<file path="src/rtl/vga_pkg.sv">
// rtl/vga_pkg.sv - shared timing defaults, display modes and counter sizing helpers
package vga_pkg;

    localparam int DEF_H_ACT  = 640;
    localparam int DEF_H_FP   = 16;
    localparam int DEF_H_SYNC = 96;
    localparam int DEF_H_BP   = 48;
    localparam int DEF_V_ACT  = 480;
    localparam int DEF_V_FP   = 10;
    localparam int DEF_V_SYNC = 2;
    localparam int DEF_V_BP   = 33;

    typedef enum logic [1:0] {
        MODE_FB    = 2'd0,
        MODE_BARS  = 2'd1,
        MODE_CHECK = 2'd2,
        MODE_WHITE = 2'd3
    } vga_mode_e;

    function automatic int calc_total(input int act, input int fp, input int sync, input int bp);
        return act + fp + sync + bp;
    endfunction

    // Never narrower than 4 bits so the checkerboard can always read bit 3.
    function automatic int cnt_width(input int total);
        int w;
        w = $clog2(total);
        return (w < 4) ? 4 : w;
    endfunction

endpackage

</file>
<file path="src/rtl/vga_timing_counter.sv">
// rtl/vga_timing_counter.sv - raster h/v counters with active and sync-region decode
module vga_timing_counter
    import vga_pkg::*;
#(
    parameter int H_ACT  = DEF_H_ACT,
    parameter int H_FP   = DEF_H_FP,
    parameter int H_SYNC = DEF_H_SYNC,
    parameter int H_BP   = DEF_H_BP,
    parameter int V_ACT  = DEF_V_ACT,
    parameter int V_FP   = DEF_V_FP,
    parameter int V_SYNC = DEF_V_SYNC,
    parameter int V_BP   = DEF_V_BP,
    parameter int OFFSET = 0,
    parameter int HW     = cnt_width(calc_total(H_ACT, H_FP, H_SYNC, H_BP)),
    parameter int VW     = cnt_width(calc_total(V_ACT, V_FP, V_SYNC, V_BP))
) (
    input  logic          clk,
    input  logic          reset_,
    input  logic          i_enable,
    output logic [HW-1:0] o_h_cnt,
    output logic [VW-1:0] o_v_cnt,
    output logic          o_active,
    output logic          o_h_sync_region,
    output logic          o_v_sync_region
);

    localparam int H_TOT = calc_total(H_ACT, H_FP, H_SYNC, H_BP);
    localparam int V_TOT = calc_total(V_ACT, V_FP, V_SYNC, V_BP);

    // Idle/reset position is OFFSET pixels ahead of (0,0) in raster order.
    localparam logic [HW-1:0] H_START = HW'(OFFSET % H_TOT);
    localparam logic [VW-1:0] V_START = VW'((OFFSET / H_TOT) % V_TOT);
    localparam logic [HW-1:0] H_LAST  = HW'(H_TOT - 1);
    localparam logic [VW-1:0] V_LAST  = VW'(V_TOT - 1);

    logic [HW-1:0] r_h_cnt;
    logic [VW-1:0] r_v_cnt;

    always_ff @(posedge clk or negedge reset_) begin
        if (!reset_) begin
            r_h_cnt <= H_START;
            r_v_cnt <= V_START;
        end else if (!i_enable) begin
            r_h_cnt <= H_START;
            r_v_cnt <= V_START;
        end else if (r_h_cnt == H_LAST) begin
            r_h_cnt <= '0;
            r_v_cnt <= (r_v_cnt == V_LAST) ? '0 : r_v_cnt + VW'(1);
        end else begin
            r_h_cnt <= r_h_cnt + HW'(1);
        end
    end

    assign o_h_cnt         = r_h_cnt;
    assign o_v_cnt         = r_v_cnt;
    assign o_active        = (r_h_cnt < HW'(H_ACT)) && (r_v_cnt < VW'(V_ACT));
    assign o_h_sync_region = (r_h_cnt >= HW'(H_ACT + H_FP)) && (r_h_cnt < HW'(H_ACT + H_FP + H_SYNC));
    assign o_v_sync_region = (r_v_cnt >= VW'(V_ACT + V_FP)) && (r_v_cnt < VW'(V_ACT + V_FP + V_SYNC));

endmodule

</file>
<file path="src/rtl/vga_display_ctrl.sv">
// rtl/vga_display_ctrl.sv - programmable VGA timing, frame-buffer fetch, test patterns and sync/RGB output
module vga_display_ctrl
    import vga_pkg::*;
#(
    parameter int CW        = 1,
    parameter int H_ACT     = DEF_H_ACT,
    parameter int H_FP      = DEF_H_FP,
    parameter int H_SYNC    = DEF_H_SYNC,
    parameter int H_BP      = DEF_H_BP,
    parameter int V_ACT     = DEF_V_ACT,
    parameter int V_FP      = DEF_V_FP,
    parameter int V_SYNC    = DEF_V_SYNC,
    parameter int V_BP      = DEF_V_BP,
    parameter int H_POL     = 0,
    parameter int V_POL     = 0,
    parameter int FETCH_LAT = 2
) (
    input  logic            clk,
    input  logic            reset_,
    input  logic            i_enable,
    input  logic [1:0]      i_mode,
    input  logic [3*CW-1:0] i_pixel_rgb,
    input  logic            i_pixel_valid,
    output logic            o_fetch_next_pixel,
    output logic            o_frame_start,
    output logic            o_h_sync,
    output logic            o_v_sync,
    output logic [3*CW-1:0] o_rgb,
    output logic            o_underflow
);

    localparam int   HW    = cnt_width(calc_total(H_ACT, H_FP, H_SYNC, H_BP));
    localparam int   VW    = cnt_width(calc_total(V_ACT, V_FP, V_SYNC, V_BP));
    localparam logic HS_ON = (H_POL != 0);
    localparam logic VS_ON = (V_POL != 0);

    logic [HW-1:0]   w_h_cnt;
    logic [VW-1:0]   w_v_cnt;
    logic            w_active;
    logic            w_h_sync_region;
    logic            w_v_sync_region;
    logic [HW-1:0]   w_unused_la_h_cnt;
    logic [VW-1:0]   w_unused_la_v_cnt;
    logic            w_unused_la_h_sync;
    logic            w_unused_la_v_sync;
    logic            w_la_active;

    logic            w_frame0;
    vga_mode_e       w_mode_eff;
    logic [2:0]      w_bar;
    logic [3*CW-1:0] w_pix;
    logic            w_uf_set;

    logic            w_nxt_fetch, w_nxt_frame_start, w_nxt_h_sync, w_nxt_v_sync, w_nxt_underflow;
    logic [3*CW-1:0] w_nxt_rgb;
    vga_mode_e       w_nxt_mode;

    logic            r_fetch, r_frame_start, r_h_sync, r_v_sync, r_underflow;
    logic [3*CW-1:0] r_rgb;
    vga_mode_e       r_mode;

    vga_timing_counter #(
        .H_ACT(H_ACT), .H_FP(H_FP), .H_SYNC(H_SYNC), .H_BP(H_BP),
        .V_ACT(V_ACT), .V_FP(V_FP), .V_SYNC(V_SYNC), .V_BP(V_BP),
        .OFFSET(0), .HW(HW), .VW(VW)
    ) u_disp (
        .clk(clk), .reset_(reset_), .i_enable(i_enable),
        .o_h_cnt(w_h_cnt), .o_v_cnt(w_v_cnt), .o_active(w_active),
        .o_h_sync_region(w_h_sync_region), .o_v_sync_region(w_v_sync_region)
    );

    // One extra step of lookahead absorbs the fetch output register, so the
    // request leaves the pins exactly FETCH_LAT cycles before its pixel.
    vga_timing_counter #(
        .H_ACT(H_ACT), .H_FP(H_FP), .H_SYNC(H_SYNC), .H_BP(H_BP),
        .V_ACT(V_ACT), .V_FP(V_FP), .V_SYNC(V_SYNC), .V_BP(V_BP),
        .OFFSET(FETCH_LAT + 1), .HW(HW), .VW(VW)
    ) u_fetch (
        .clk(clk), .reset_(reset_), .i_enable(i_enable),
        .o_h_cnt(w_unused_la_h_cnt), .o_v_cnt(w_unused_la_v_cnt), .o_active(w_la_active),
        .o_h_sync_region(w_unused_la_h_sync), .o_v_sync_region(w_unused_la_v_sync)
    );

    assign w_frame0   = (w_h_cnt == '0) && (w_v_cnt == '0);
    assign w_mode_eff = w_frame0 ? vga_mode_e'(i_mode) : r_mode;
    assign w_bar      = 3'((int'(w_h_cnt) * 8) / H_ACT);

    always_comb begin
        w_pix    = '0;
        w_uf_set = 1'b0;
        if (w_active) begin
            case (w_mode_eff)
                MODE_FB: begin
                    if (i_pixel_valid) w_pix = i_pixel_rgb;
                    else               w_uf_set = 1'b1;
                end
                MODE_BARS:  w_pix = {{CW{w_bar[2]}}, {CW{w_bar[1]}}, {CW{w_bar[0]}}};
                MODE_CHECK: w_pix = (w_h_cnt[3] ^ w_v_cnt[3]) ? '1 : '0;
                MODE_WHITE: w_pix = '1;
            endcase
        end
    end

    always_comb begin
        w_nxt_fetch       = 1'b0;
        w_nxt_frame_start = 1'b0;
        w_nxt_h_sync      = ~HS_ON;
        w_nxt_v_sync      = ~VS_ON;
        w_nxt_rgb         = '0;
        w_nxt_underflow   = 1'b0;
        w_nxt_mode        = MODE_FB;
        if (i_enable) begin
            w_nxt_fetch       = w_la_active;
            w_nxt_frame_start = w_frame0;
            w_nxt_h_sync      = w_h_sync_region ? HS_ON : ~HS_ON;
            w_nxt_v_sync      = w_v_sync_region ? VS_ON : ~VS_ON;
            w_nxt_rgb         = w_pix;
            w_nxt_mode        = w_mode_eff;
            // A miss on pixel (0,0) survives the frame-start clear.
            w_nxt_underflow   = w_uf_set | (r_underflow & ~w_frame0);
        end
    end

    always_ff @(posedge clk or negedge reset_) begin
        if (!reset_) begin
            r_fetch       <= 1'b0;
            r_frame_start <= 1'b0;
            r_h_sync      <= ~HS_ON;
            r_v_sync      <= ~VS_ON;
            r_rgb         <= '0;
            r_underflow   <= 1'b0;
            r_mode        <= MODE_FB;
        end else begin
            r_fetch       <= w_nxt_fetch;
            r_frame_start <= w_nxt_frame_start;
            r_h_sync      <= w_nxt_h_sync;
            r_v_sync      <= w_nxt_v_sync;
            r_rgb         <= w_nxt_rgb;
            r_underflow   <= w_nxt_underflow;
            r_mode        <= w_nxt_mode;
        end
    end

    assign o_fetch_next_pixel = r_fetch;
    assign o_frame_start      = r_frame_start;
    assign o_h_sync           = r_h_sync;
    assign o_v_sync           = r_v_sync;
    assign o_rgb              = r_rgb;
    assign o_underflow        = r_underflow;

endmodule

</file>
<file path="config.mk">
export PLATFORM = sky130hd
export DESIGN_NAME = vga_display_ctrl
export DESIGN_NICKNAME = d
export VERILOG_FILES = /design/src/rtl/vga_pkg.sv /design/src/rtl/vga_timing_counter.sv /design/src/rtl/vga_display_ctrl.sv
export SDC_FILE = /design/constraint.sdc
export NUM_CORES = 1
export LEC_CHECK = 0
export BUFFER_PORTS_ARGS = -buffer_cell sky130_fd_sc_hd__buf_2
export CORE_MARGIN = 8
export CORE_UTILIZATION = 62
export CTS_CLUSTER_DIAMETER = 50
export DETAILED_ROUTE_END_ITERATION = 16
export PLACE_DENSITY_LB_ADDON = 0.15
export SYNTH_ARGS = -nofsm -noshare
export SYNTH_HDL_FRONTEND = slang
export SYNTH_SLANG_ARGS = --single-unit
</file>
<file path="constraint.sdc">
create_clock -name clk -period 3.6 [get_ports clk]
set_clock_uncertainty 0.1 [all_clocks]
set_input_delay 0 -clock clk [delete_from_list [all_inputs] [get_ports clk]]
set_output_delay 0 -clock clk [all_outputs]
set_load 0.01 [all_outputs]
</file>
Word-level counts from Yosys, hierarchy flattened
Index checks and enable logic that the tools add are counted.
{"block": "word_totals", "register_bits": 50, "in_bits": 9, "wordCells": 72}
{"block": "op_classes", "addsub": 4, "n_div": 1, "magnitude_cmp": 8, "n_eq_ne": 9, "mux": 27, "n_bitwise": 4, "reduce_logical": 8}
{"cell": "10-bit 2-to-1 mux", "count": 10}
{"cell": "10-bit by 1-bit adder with 10-bit output, second input constant", "count": 4}
{"cell": "10-bit == test, second input constant", "count": 4}
{"cell": "14-bit by 11-bit divider with 32-bit output, second input constant", "count": 1}
{"cell": "10-bit < comparator, second input constant", "count": 3}
{"cell": "10-bit by 9-bit < comparator with 1-bit output, second input constant", "count": 3}
{"cell": "10-bit zero test", "count": 2}
{"cell": "3-bit 2-to-1 mux", "count": 4}
{"cell": "3-bit one-hot mux with 4 select lines", "count": 1}
{"cell": "10-bit greater-or-equal comparator, second input constant", "count": 1}
{"cell": "10-bit by 9-bit greater-or-equal comparator with 1-bit output, second input constant", "count": 1}
{"cell": "1-bit 2-to-1 mux", "count": 10}
{"cell": "1-bit logical AND", "count": 5}
{"cell": "2-bit == test, second input constant", "count": 2}
{"cell": "2-bit 2-to-1 mux", "count": 2}
{"cell": "2-bit by 1-bit != test with 1-bit output, second input constant", "count": 2}
{"cell": "2-bit by 1-bit == test with 1-bit output, second input constant", "count": 1}
{"cell": "2-bit zero test", "count": 1}
{"cell": "1-bit AND", "count": 1}
{"cell": "1-bit inverter", "count": 1}
{"cell": "1-bit OR", "count": 1}
{"cell": "1-bit XOR", "count": 1}

Depth between registers and ports, before layout
Gate-level depths: netlist of run 1.
{"block": "logic_depth", "word_depth": 8, "depth_mapped": 14}

Cells and area by module
From an unflattened synthesis of run 1, not the netlist that was laid out.
{"block": "unflattened", "cells_unflattened": 369, "area_unflattened_um2": 3278.1}
{"module": "vga_timing_counter (u_fetch)", "instances": 1, "cells_per_inst": 123, "area_each_um2": 1158.6, "seq_area_each_um2": 503.0}
{"module": "vga_timing_counter (u_disp)", "instances": 1, "cells_per_inst": 120, "area_each_um2": 1131.1, "seq_area_each_um2": 500.5}
{"module": "vga_display_ctrl", "instances": 1, "cells_per_inst": 126, "area_each_um2": 988.4, "seq_area_each_um2": 252.7}

Worst setup path after synthesis of run 1
OpenSTA, ideal clock, no wires.
{"block": "synth_path", "kind": "reg2reg", "start": "reg u_disp.r_h_cnt[0] (netlist: u_disp.o_h_cnt[0])", "end": "reg r_rgb[0] (netlist: o_rgb[0])", "setup_ps": 130, "arrival_time_ps": 2922, "path_slack_ps": 448, "stages_incl_launch_ff": 13, "period_less_slack_ps": 3152, "cell_sequence": "dfrtp_1 -> inv_1 -> ha_1 -> or4b_4 -> nor4_4 -> o21bai_4 -> a21o_1 -> buf_6 -> nand2_1 -> a311oi_2 -> a21oi_2 -> o41ai_2 -> a21oi_1"}
{"block": "synth_via", "elab_chain_len": 7}
{"element": "from (decl)", "line": "vga_timing_counter.sv:36", "source": "logic [HW-1:0] r_h_cnt;"}
{"element": "from (signal assigned)", "line": "vga_timing_counter.sv:50", "source": "r_h_cnt <= r_h_cnt + HW'(1);"}
{"element": "parallel branches: the longest is 5 deep, another holds 14-bit by 11-bit divider with 32-bit output"}
{"element": "3-bit 2-to-1 mux *", "line": "vga_display_ctrl.sv:91", "source": "if (w_active) begin"}
{"element": "3-bit 2-to-1 mux *", "line": "vga_display_ctrl.sv:112", "source": "if (i_enable) begin"}
{"element": "net w_nxt_rgb[0]", "line": "vga_display_ctrl.sv:55", "source": "logic [3*CW-1:0] w_nxt_rgb;"}
{"element": "to (signal assigned)", "line": "vga_display_ctrl.sv:138", "source": "r_rgb <= w_nxt_rgb;"}
{"element": "to (decl)", "line": "vga_display_ctrl.sv:59", "source": "logic [3*CW-1:0] r_rgb;"}
Mark *: on every way through the listed nets, which the timed path passes.
A chain may end at the register's enable or synchronous reset.

Worst setup path in the final report of run 1
Same ends and word-level chain as after synthesis.

==> metrics.md, run 1 <==
| Metric | Value |
|---|---|
| Hold Crit Class | `primary input to flip-flop` |
| Total Die Area | `7940 um^2` |
| Antenna viol nets, final | `0` |
| Avg WL per Cell | `15.8 um` |
| CTS Root Buffer Type | `clkbuf_8` |
| PwrDens | `300 nW/um^2` |
| Final WL | `7500 um` |
| Fill cells | `416` |
| Pleak | `0.00152 uW` |
| Top post-synthesis cells by area | `dfrtp_1 (35%), o21ai_0 (5.6%), nor2_1 (4.9%)` |
| DR iter-0 viols | `172` |
| Setup Fix Bufs, Post-CTS | `0` |
| Gr ovfl total | `0` |
| Placeable Area | `5140 um^2` |
| Hpwl dp | `5410 um` |
| Critical path fanouts, max | `6` |
| Final worst path period need | `3.35 ns` |
| Synthesis warning total | `0` |
| Synth Cell Area | `3310 um^2` |
| # DRC | `0` |
| P&R area growth vs syn | `9.78%` |
| Max Buffers Root-to-Sink | `2` |
| Fmax | `0.299 GHz` |
| Ports | `17` |
| Run status | `finished clean` |
| #FFs+latches synth | `50` |
| Placed Cells | `459` |
| Placer Congestion | `0.890` |
| Critical path class | `flip-flop to flip-flop` |
| Final period utilization | `0.929` |
| Initial Util | `0.645` |
| Synth unique cells | `68` |
| Unrepaired setup endpoints after global routing | `no` |
| Crit path required time | `3.69 ns` |
| Clock-pin slew on the worst setup and hold paths | `0.09 ns` |
| Slew Limit Fails | `0` |
| EDFF count, synth | `0` |
| Routed vias | `2933` |
| Share of cells above drive strength 1 | `0.143` |
| H-tree Lvls | `2` |
| MaxCap Viol Count | `0` |
| Drt pass-1 iters | `5` |
| Antenna violations before repair | `0` |
| Die H | `89.1 um` |
| Storage cell area | `1260 um^2` |
| Slew margin rel. | `0.272` |
| TritonCTS Buffers | `5` |
| Final hold violations | `0` |
| Setup TNS | `0 ns` |
| FFs w/ async S/R, synth | `1.00` |
| Arrival time at the worst endpoint | `3.44 ns` |
| Syn nets | `397` |
| First-pass GRT wire length | `13200 um` |
| Area leader, netlist | `dfrtp_1` |
| Nets@finish | `422` |
| Avg Cell Area, Syn | `8.75 um^2` |
| Largest net degree at the start of global routing | `51` |
| Cell area after layout | `3640 um^2` |
| Horiz. Die Dim | `89.1 um` |
| Clk sink count | `50` |
| Pwr Total | `1090 uW` |
| CTS tree | `built` |
| PortBufs | `16` |
| Top cell type's share of synthesized area | `0.347` |
| Vias/cell | `6.17` |
| Setup Viol. Count Final | `0` |
| Measured slew at the worst slew-check pin | `1.09 ns` |
| Vias in the first global route | `2798` |
| VDD IR-drop max | `314 uV` |
| Multi-input logic area | `1910 um^2` |
| # diodes | `0` |
| Clk_lat worst skew | `0.30 ns` |
| Sequential share of the synthesized area | `0.379` |
| Final core utilization | `0.708` |
| Post-synth top flop | `dfrtp_1` |
| Final Non-Filler Cells | `475` |
| Syn Inst Count | `379` |
| Num rows | `26` |
| Worst Setup End Kind | `flip-flop` |
| Post-placement cell area | `3460 um^2` |
| Tot GR Track Use | `0.208` |
| Startpoint types | `flip-flop` |
-- sequential cells by signal (all words and copies together) (netlist names) --
name and cells:
u_fetch.o_h_cnt 10, r_mode 2, o_frame_start 1, o_rgb 3
u_disp.o_h_cnt 10, o_v_sync 1, o_h_sync 1, o_underflow 1
o_fetch_next_pixel 1, u_disp.o_v_cnt 10, u_fetch.o_v_cnt 10
-- cells in the final DEF (no fill, tap or decap), drive strengths merged, types with 3 or more instances in the layout --
| cell | count |
|---|---|
| nand3 | 23 |
| inv | 21 |
| and3 | 9 |
| o21ai | 40 |
| a21oi | 10 |
| dfrtp | 46 |
| nor4 | 7 |
| o211ai | 5 |
| nor2b | 7 |
| clkbuf | 8 |
| xor2 | 10 |
| o31ai | 6 |
| o22ai | 3 |
| ha | 9 |
| o41ai | 4 |
| mux2i | 3 |
| buf | 24 |
| dlygate4sd3 | 8 |
| xnor2 | 12 |
| nor3 | 10 |
| nand2b | 10 |
| dfstp | 4 |
| nor2 | 43 |
| nor4b | 3 |
| and4 | 3 |
| a31oi | 5 |
| nand4 | 6 |
| or2 | 3 |
| nand2 | 28 |
-- cell usage after synthesis (4+ instances only) --
library cell,instances
dfrtp_1,46
nor2_1,43
o21ai_0,37
nand2_1,28
nand3_1,23
inv_1,21
xnor2_1,12
nand2b_1,10
nor3_1,10
xor2_1,10
ha_1,9
a21oi_1,8
and3_1,8
nor2b_1,7
clkbuf_1,6
nand4_1,6
o31ai_1,6
a31oi_1,5
nor4_1,5
o211ai_1,5
dfstp_2,4
-- stage by stage --
stage               setup WS [ns]  hold WS [ns]
floorplan                   0.448        -0.396
global route               0.0521        0.0681
global placement            0.262         0.155
finish                      0.254        0.0356
detailed placement          0.171         0.165
CTS                         0.170        0.0335
-- cell type report --
cell class                      instances  share of cell area
Clock buffer                            8              0.0248
Inverter                               21              0.0217
Multi-Input combinational cell        294               0.524
Sequential cell                        50               0.345
Tap cell                               70              0.0241
Timing Repair Buffer                   32              0.0605
-- power by group --
group          switching, uW  leakage, uW  internal, uW  total, uW
clock                    179    0.0000455           157        336
combinational           93.8     0.000799          66.0        160
sequential              14.1     0.000673           580        594
-- per-layer routing --
metal / wire length (um) / part of all wire / global-route usage
met4: 122 / 0.016 / 0.0680
met5: 0 / 0 / 0
met3: 265 / 0.035 / 0.0294
met1: 3420 / 0.46 / 0.269
met2: 3690 / 0.49 / 0.348
-- path summary, 6_finish.rpt --
check / start / end / slack [ns] / cells past startpoint
max: u_disp.o_h_cnt[0] / o_rgb[0] / 0.25 / 11
max in group asynchronous: reset_ / u_fetch.o_v_cnt[6] / 2.38 / 2
min in group asynchronous: reset_ / u_disp.o_v_cnt[2] / 0.34 / 2
min: i_mode[0] / r_mode[0] / 0.04 / 3
max reg2reg: u_disp.o_h_cnt[0] / o_rgb[0] / 0.25 / 11
min reg2reg: u_fetch.o_v_cnt[3] / u_fetch.o_v_cnt[3] / 0.41 / 1
-- repair_timing --
action | 4_1_cts | 5_1_grt
setup endpoints to repair | 0 | 2
hold buffers | 8 | 0
gates resized for setup | 0 | 3
endpoints found under the hold margin | 52 | 0
-- cells by family after synthesis --
logic type	Yosys count	share of synthesized area
buffers and inverters	35	0.0498
AND/OR/NAND/NOR	164	0.267
adder cells (fa/ha/maj)	9	0.0340
flip-flops	50	0.379
XOR/XNOR	22	0.0581
multiplexers	4	0.0125
AO/OA/AOI/OAI	95	0.200
-- worst max-delay path, cell delays in order (launching register included) --
cell and delay, ns:
dfrtp_1 0.43, inv_1 0.10, ha_1 0.28, or4b_4 0.56, nor4_4 0.32, o21bai_4 0.22, a21oi_2 0.13, xnor2_1 0.27
o21ai_0 0.17, o22a_2 0.27, o41ai_2 0.32, a21oi_1 0.06
Note: power is estimated with default switching activity, not from simulation.
==> inputs of run 2 (changes only) <==
--- a/config.mk
+++ b/config.mk
@@ -6,8 +6,10 @@
 export NUM_CORES = 1
 export LEC_CHECK = 0
 export BUFFER_PORTS_ARGS = -buffer_cell sky130_fd_sc_hd__buf_2
+export CELL_PAD_IN_SITES_DETAIL_PLACEMENT = 0
+export CELL_PAD_IN_SITES_GLOBAL_PLACEMENT = 1
 export CORE_MARGIN = 8
-export CORE_UTILIZATION = 62
+export CORE_UTILIZATION = 47
 export CTS_CLUSTER_DIAMETER = 50
 export DETAILED_ROUTE_END_ITERATION = 16
 export PLACE_DENSITY_LB_ADDON = 0.15
==> run 2 against run 1 <==
Cell count is 5.7% higher. Wire length up 5.3%. Count of clock-buffer cells in the layout decreased by 2. First-iteration DRC count down 31%. Power grew 0.57%. Sequential share of layout area fell by 0.40 points.
==> metrics.md, run 2 (synthesis results as in run 1) <==
| Metric | Value |
|---|---|
| TritonCTS Buffers | `5 (unchanged)` |
| CTS Root Buffer Type | `clkbuf_8` |
| Critical path fanouts, max | `6 (unchanged)` |
| Die H | `100 um (+12%)` |
| VDD IR-drop max | `187 uV (-40%)` |
| Largest net degree at the start of global routing | `51 (unchanged)` |
| Ports | `17 (unchanged)` |
| Drt pass-1 iters | `4 (-1)` |
| Most common cell after layout, fill and taps aside | `dfrtp_1` |
| Crit path cell chain | `inv_1 > ha_1 > or4b_4 > nor4_4 > o21bai_4 > a21oi_2 > xnor2_1 > o21ai_0 > o22a_2 > o41ai_2 > a21oi_1` |
| WHS Endpoint | `r_mode[1]` |
| CP startpoint | `u_disp.o_h_cnt[0]` |
| Horiz. Die Dim | `100 um (+12%)` |
| Max Buffers Root-to-Sink | `2 (unchanged)` |
| H-tree Lvls | `2 (unchanged)` |
| Tot GR Track Use | `0.168 (-0.0403)` |
| Slowest library cell on the worst path | `or4b_4` |
| Share of cells above drive strength 1 | `0.148 (+0.00457)` |
| Routed vias | `2843 (-3.1%)` |
| Critical R2R Capture | `o_rgb[0]` |
| Avg WL per Cell | `15.7 um (-0.38%)` |
| Crit path required time | `3.69 ns (about the same)` |
| DR iter-0 viols | `118 (-31%)` |
| Final period utilization | `0.940 (+0.0103)` |
| Routing usage on met2 | `0.280 (-0.0680)` |
| First-pass GRT wire length | `13700 um (+4.1%)` |
| Slew Limit Fails | `0 (unchanged)` |
| PwrDens | `298 nW/um^2 (-0.60%)` |
| Fmax | `0.296 GHz (-1.1%)` |
| Worst hold path cell count | `4 (+1)` |
| Vias in the first global route | `2850 (+1.9%)` |
| MaxCap Viol Count | `0 (unchanged)` |
| Placer Congestion | `0.888 (-0.29%)` |
| Setup Viol. Count Final | `0 (unchanged)` |
| Measured slew at the worst slew-check pin | `1.01 ns (-0.0810 ns)` |
| Pleak | `0.00152 uW (+0.38%)` |
| Setup TNS | `0 ns (unchanged)` |
| CTS tree | `built` |
| PortBufs | `16 (unchanged)` |
| Worst slack at placement | `0.145 ns (-0.0254 ns)` |
| Max incr delay on CP | `0.55 ns (about the same)` |
| Num rows | `30 (+15%)` |
| P&R area growth vs syn | `11.1%` |
| Worst Setup End Kind | `flip-flop` |
| Most frequent cells in the layout | `dfrtp_1 (46), nor2_1 (43), o21ai_0 (37)` |
| FF-to-FF setup slack | `0.22 ns (-0.04 ns)` |
| Run status | `finished clean` |
| Arrival time at the worst endpoint | `3.48 ns (+0.04 ns)` |
| Reg2reg path depth | `11 (unchanged)` |
| Setup Fix Bufs, Post-CTS | `0 (unchanged)` |
| Placeable Area | `6790 um^2 (+32%)` |
| Setup ws final | `0.217 ns (-0.0372 ns)` |
| Final Non-Filler Cells | `502 (+5.7%)` |
| Antenna viol nets, final | `0 (unchanged)` |
| # DRC | `0 (unchanged)` |
| Fill cells | `674 (+62%)` |
| Nets@finish | `423 (+0.24%)` |
| Unrepaired setup endpoints after global routing | `no` |
| Vias/cell | `5.66 (-8.3%)` |
| Startpoint types | `flip-flop` |
| Clk sink count | `50 (unchanged)` |
| Met3 Use GR | `0.0256 (-0.00381)` |
| Grt peak-use layer | `met2` |
| Met1 usage | `0.215 (-0.0537)` |
| Gr ovfl total | `0 (unchanged)` |
| Clock-pin slew on the worst setup and hold paths | `0.09 ns (about the same)` |
| # diodes | `0 (unchanged)` |
| Hold Startpoint | `i_mode[1]` |
| Initial Util | `0.488 (-0.157)` |
| Slew margin rel. | `0.317 (+0.0452)` |
| Critical path class | `flip-flop to flip-flop` |
| Clk_lat worst skew | `0.30 ns (about the same)` |
| Final WL | `7890 um (+5.3%)` |
| RR Startpoint | `u_disp.o_h_cnt[0]` |
| Final worst path period need | `3.38 ns (+0.0372 ns)` |
| Final hold violations | `0 (unchanged)` |
| Hold Crit Class | `primary input to flip-flop` |
| Pwr Total | `1100 uW (+0.57%)` |
| Hpwl dp | `5570 um (+3.0%)` |
| Placed Cells | `485 (+5.7%)` |
| Total Die Area | `10000 um^2 (+26%)` |
| Antenna violations before repair | `0 (unchanged)` |
-- run 2: repair_timing --
item,4_1_cts,5_1_grt
hold buffers,9,0
endpoints found under the hold margin,53,0
resized for setup,0,3
setup endpoints to repair,0,2
-- run 2: critical path: cells and delay by family, from the launching register on --
family          cells  cell delay, ns
buf+inv             1            0.10
fa+ha+maj           1            0.28
xor+xnor            1            0.27
flops               1            0.44
compound gates      6            1.18
simple gates        2            0.90
-- run 2: area by class of cell --
| type | instances | area, um^2 | share of cell area |
|---|---|---|---|
| Multi-Input combinational cell | 294 | 1900 | 0.516 |
| Inverter | 21 | 78.8 | 0.0214 |
| Tap cell | 96 | 120 | 0.0326 |
| Clock inverter | 2 | 12.5 | 0.00340 |
| Clock buffer | 6 | 82.6 | 0.0224 |
| Timing Repair Buffer | 33 | 230 | 0.0625 |
| Sequential cell | 50 | 1260 | 0.341 |
-- run 2: metrics by stage --
stage	util	hold slack (ns)	instance area (um^2)
5_1_grt	0.542	0.0858	3680
3_5_place_dp	0.513	0.0518	3490
6_report	0.542	0.0523	3680
4_1_cts	0.541	0.0439	3670
3_3_place_gp	0.513	0.0446	3490
2_1_floorplan	-	-0.396	3310
-- run 2: routing by layer --
metal	wire, um	share of wire
met5	0	0
met1	3810	0.48
met3	190	0.024
met2	3780	0.48
met4	117	0.015
-- run 2: power breakdown --
group	internal, uW	switching [uW]	total (uW)
logic	66.1	94.5	161
clock network	155	186	341
registers	580	14.4	595
total	801	295	1100
-- run 2: worst max-delay path by stage --
stage	to	slack, ns	cells after the start
after floorplan	o_rgb[0]	0.45	12
after global placement	o_rgb[0]	0.25	11
after detailed placement	o_rgb[0]	0.15	11
after CTS	o_rgb[0]	0.13	11
after global routing	o_rgb[1]	0.003	11
final	o_rgb[0]	0.22	11
==> inputs of run 3 (changes only) <==
--- a/config.mk
+++ b/config.mk
@@ -9,7 +9,7 @@
 export CELL_PAD_IN_SITES_DETAIL_PLACEMENT = 0
 export CELL_PAD_IN_SITES_GLOBAL_PLACEMENT = 1
 export CORE_MARGIN = 8
-export CORE_UTILIZATION = 47
+export CORE_UTILIZATION = 43
 export CTS_CLUSTER_DIAMETER = 50
 export DETAILED_ROUTE_END_ITERATION = 16
 export PLACE_DENSITY_LB_ADDON = 0.15
==> constraint.sdc (replaced) <==
create_clock -name clk -period 3.05 [get_ports clk]
set_clock_uncertainty 0.1 [all_clocks]
set_input_delay 0 -clock clk [delete_from_list [all_inputs] [get_ports clk]]
set_output_delay 0 -clock clk [all_outputs]
set_load 0.01 [all_outputs]
==> run 3 against run 2 <==
Wire length rose by 5.8%. Final area grew 12%. Clock power rose by 20%. Count of clock-buffer cells in the layout is the same. Global-route usage shrank 0.75 points. Cell count grew 9.8%. Fmax rose by 11%. The flow now finishes with violations (negative setup slack). Critical endpoint unchanged. Non-clock buffer count is 43 higher. Utilization grew 0.063 points. Die area grew 7.8%. Power rose by 24%. Sequential share of layout area down 3.7 points.
==> metrics.md, run 3 (synthesis results as in run 1) <==
| Metric | Value |
|---|---|
| Crit path required time | `3.13 ns (-0.56 ns)` |
| Die H | `104 um (+3.8%)` |
| Nets@finish | `466 (+10%)` |
| Initial Util | `0.436 (-0.0522)` |
| PortBufs | `16 (unchanged)` |
| Critical path class | `flip-flop to flip-flop` |
| Final Non-Filler Cells | `551 (+9.8%)` |
| Hold Crit Class | `primary input to flip-flop` |
| PwrDens | `328 nW/um^2 (+10%)` |
| Vias in the first global route | `3062 (+7.4%)` |
| Final hold violations | `0 (unchanged)` |
| Pwr Total | `1350 uW (+24%)` |
| # diodes | `0 (unchanged)` |
| DR iter-0 viols | `162 (+37%)` |
| Final WL | `8350 um (+5.8%)` |
| Run status | `finished with violations` |
| Worst Setup End Kind | `flip-flop` |
| Failing checks | `negative setup slack` |
| Placed Cells | `525 (+8.2%)` |
| Antenna viol nets, final | `0 (unchanged)` |
| Measured slew at the worst slew-check pin | `0.770 ns (-0.241 ns)` |
| Total Die Area | `10800 um^2 (+7.8%)` |
| Reg2reg path depth | `10 (-1)` |
| Clk_lat worst skew | `0.31 ns (about the same)` |
| Tot GR Track Use | `0.160 (-0.00751)` |
| Most frequent cells in the layout | `buf_4 (51), dfrtp_1 (46), nor2_1 (42)` |
| # DRC | `0 (unchanged)` |
| Hold Slack | `0.0563 ns (+0.00393 ns)` |
| Avg WL per Cell | `15.2 um (-3.6%)` |
| Num rows | `32 (+6.7%)` |
| Fill cells | `719 (+6.7%)` |
| Hpwl dp | `6170 um (+11%)` |
| WHS Endpoint | `r_mode[1]` |
| Setup Viol. Count Final | `1 (+1)` |
| RR Startpoint | `u_disp.o_h_cnt[0]` |
| VDD IR-drop max | `197 uV (+4.8%)` |
| CTS Root Buffer Type | `clkbuf_8` |
| Gr ovfl total | `0 (unchanged)` |
| FF-to-FF setup slack | `-0.003 ns (-0.22 ns)` |
| Most common cell after layout, fill and taps aside | `buf_4` |
| Placer Congestion | `0.853 (-3.9%)` |
| Routed vias | `3033 (+6.7%)` |
| Largest net degree at the start of global routing | `34 (-33%)` |
| P&R area growth vs syn | `24.5%` |
| Fmax | `0.328 GHz (+11%)` |
| Worst hold path cell count | `4 (unchanged)` |
| Placeable Area | `7610 um^2 (+12%)` |
| Antenna violations before repair | `0 (unchanged)` |
| Hold Startpoint | `i_mode[1]` |
| CTS tree | `built` |
| Setup ws final | `-0.00263 ns (-0.220 ns)` |
| Share of cells above drive strength 1 | `0.263 (+0.115)` |
| Max Buffers Root-to-Sink | `2 (unchanged)` |
| Critical R2R Capture | `o_rgb[0]` |
| TritonCTS Buffers | `5 (unchanged)` |
| Pleak | `0.00176 uW (+16%)` |
| Slew Limit Fails | `0 (unchanged)` |
| Clock-pin slew on the worst setup and hold paths | `0.09 ns (about the same)` |
| Critical path fanouts, max | `7 (+1)` |
| Final worst path period need | `3.05 ns (-0.330 ns)` |
| Startpoint types | `flip-flop` |
| Vias/cell | `5.50 (-2.8%)` |
| Final period utilization | `1.00 (+0.0612)` |
| First-pass GRT wire length | `14500 um (+6.0%)` |
| MaxCap Viol Count | `0 (unchanged)` |
| Multi-input logic area | `2010 um^2 (+6.0%)` |
| Arrival time at the worst endpoint | `3.13 ns (-0.35 ns)` |
| Drt pass-1 iters | `4 (unchanged)` |
| H-tree Lvls | `2 (unchanged)` |
| Ports | `17 (unchanged)` |
| Unrepaired setup endpoints after global routing | `yes` |
| Storage cell area | `1260 um^2 (unchanged)` |
| Clk sink count | `50 (unchanged)` |
| Horiz. Die Dim | `104 um (+3.8%)` |
| Slew margin rel. | `0.484 (+0.167)` |
[run 3: worst max-delay path, stage by stage, from the launching register on]
cell and delay (ns):
dfrtp_1 0.40, buf_4 0.16, or4_4 0.58, a41oi_2 0.26
o21ai_2 0.16, a21o_4 0.28, a211oi_2 0.30, a311oi_4 0.10
o22a_2 0.21, o41ai_2 0.32, a21oi_1 0.07
[run 3: how the worst max path moves through the flow]
stage	start	endpoint	slack (ns)	cells past startpoint
after floorplan	u_disp.o_h_cnt[0]	o_rgb[0]	0.002	12
after global routing	u_disp.o_h_cnt[1]	o_rgb[0]	-0.17	10
after global placement	u_disp.o_h_cnt[0]	o_rgb[1]	-0.07	12
after CTS	u_disp.o_h_cnt[0]	o_rgb[0]	0.001	13
after detailed placement	u_disp.o_h_cnt[0]	o_rgb[0]	-0.13	11
final	u_disp.o_h_cnt[0]	o_rgb[0]	-0.003	10
[run 3: final cells by class]
class / instances / area share
clock buffers: 6 / 0.0200
clock inverters: 2 / 0.00303
inverters: 21 / 0.0191
multi-input cells: 294 / 0.488
flip-flops and latches: 50 / 0.304
well taps: 102 / 0.0309
repair buffers: 76 / 0.134
[run 3: through the flow]
step | utilization | instance area (um^2) | setup TNS [ns] | worst slack (ns)
floorplan | - | 3330 | 0 | 0.00218
global placement | 0.495 | 3760 | -0.143 | -0.0727
detailed placement | 0.495 | 3760 | -0.185 | -0.130
CTS | 0.533 | 4060 | 0 | 0.00149
global route | 0.542 | 4130 | -0.335 | -0.171
finish | 0.542 | 4130 | -0.00263 | -0.00263
[run 3: power breakdown]
group          internal [uW]  leakage, uW  switching [uW]
Sequential               685     0.000673            14.0
Clock                    183    0.0000472             226
Combinational            117      0.00104             129
[run 3: layer usage]
| layer | global-route usage | share of wire | vias to the layer above |
|---|---|---|---|
| met5 | 0 | 0 | - |
| met4 | 0.0527 | 0.014 | 0 |
| met3 | 0.0254 | 0.022 | 11 |
| met2 | 0.279 | 0.51 | 42 |
| met1 | 0.196 | 0.45 | 1471 |
| li1 | - | - | 1509 |
[run 3: repair_timing]
| action | CTS | global route |
|---|---|---|
| buffers inserted | 7 | 3 |
| hold buffers | 8 | 0 |
| pin swaps | 14 | 11 |
| endpoints found under the setup margin | 2 | 3 |
| resized for setup | 14 | 9 |
| hold endpoints to repair | 36 | 0 |
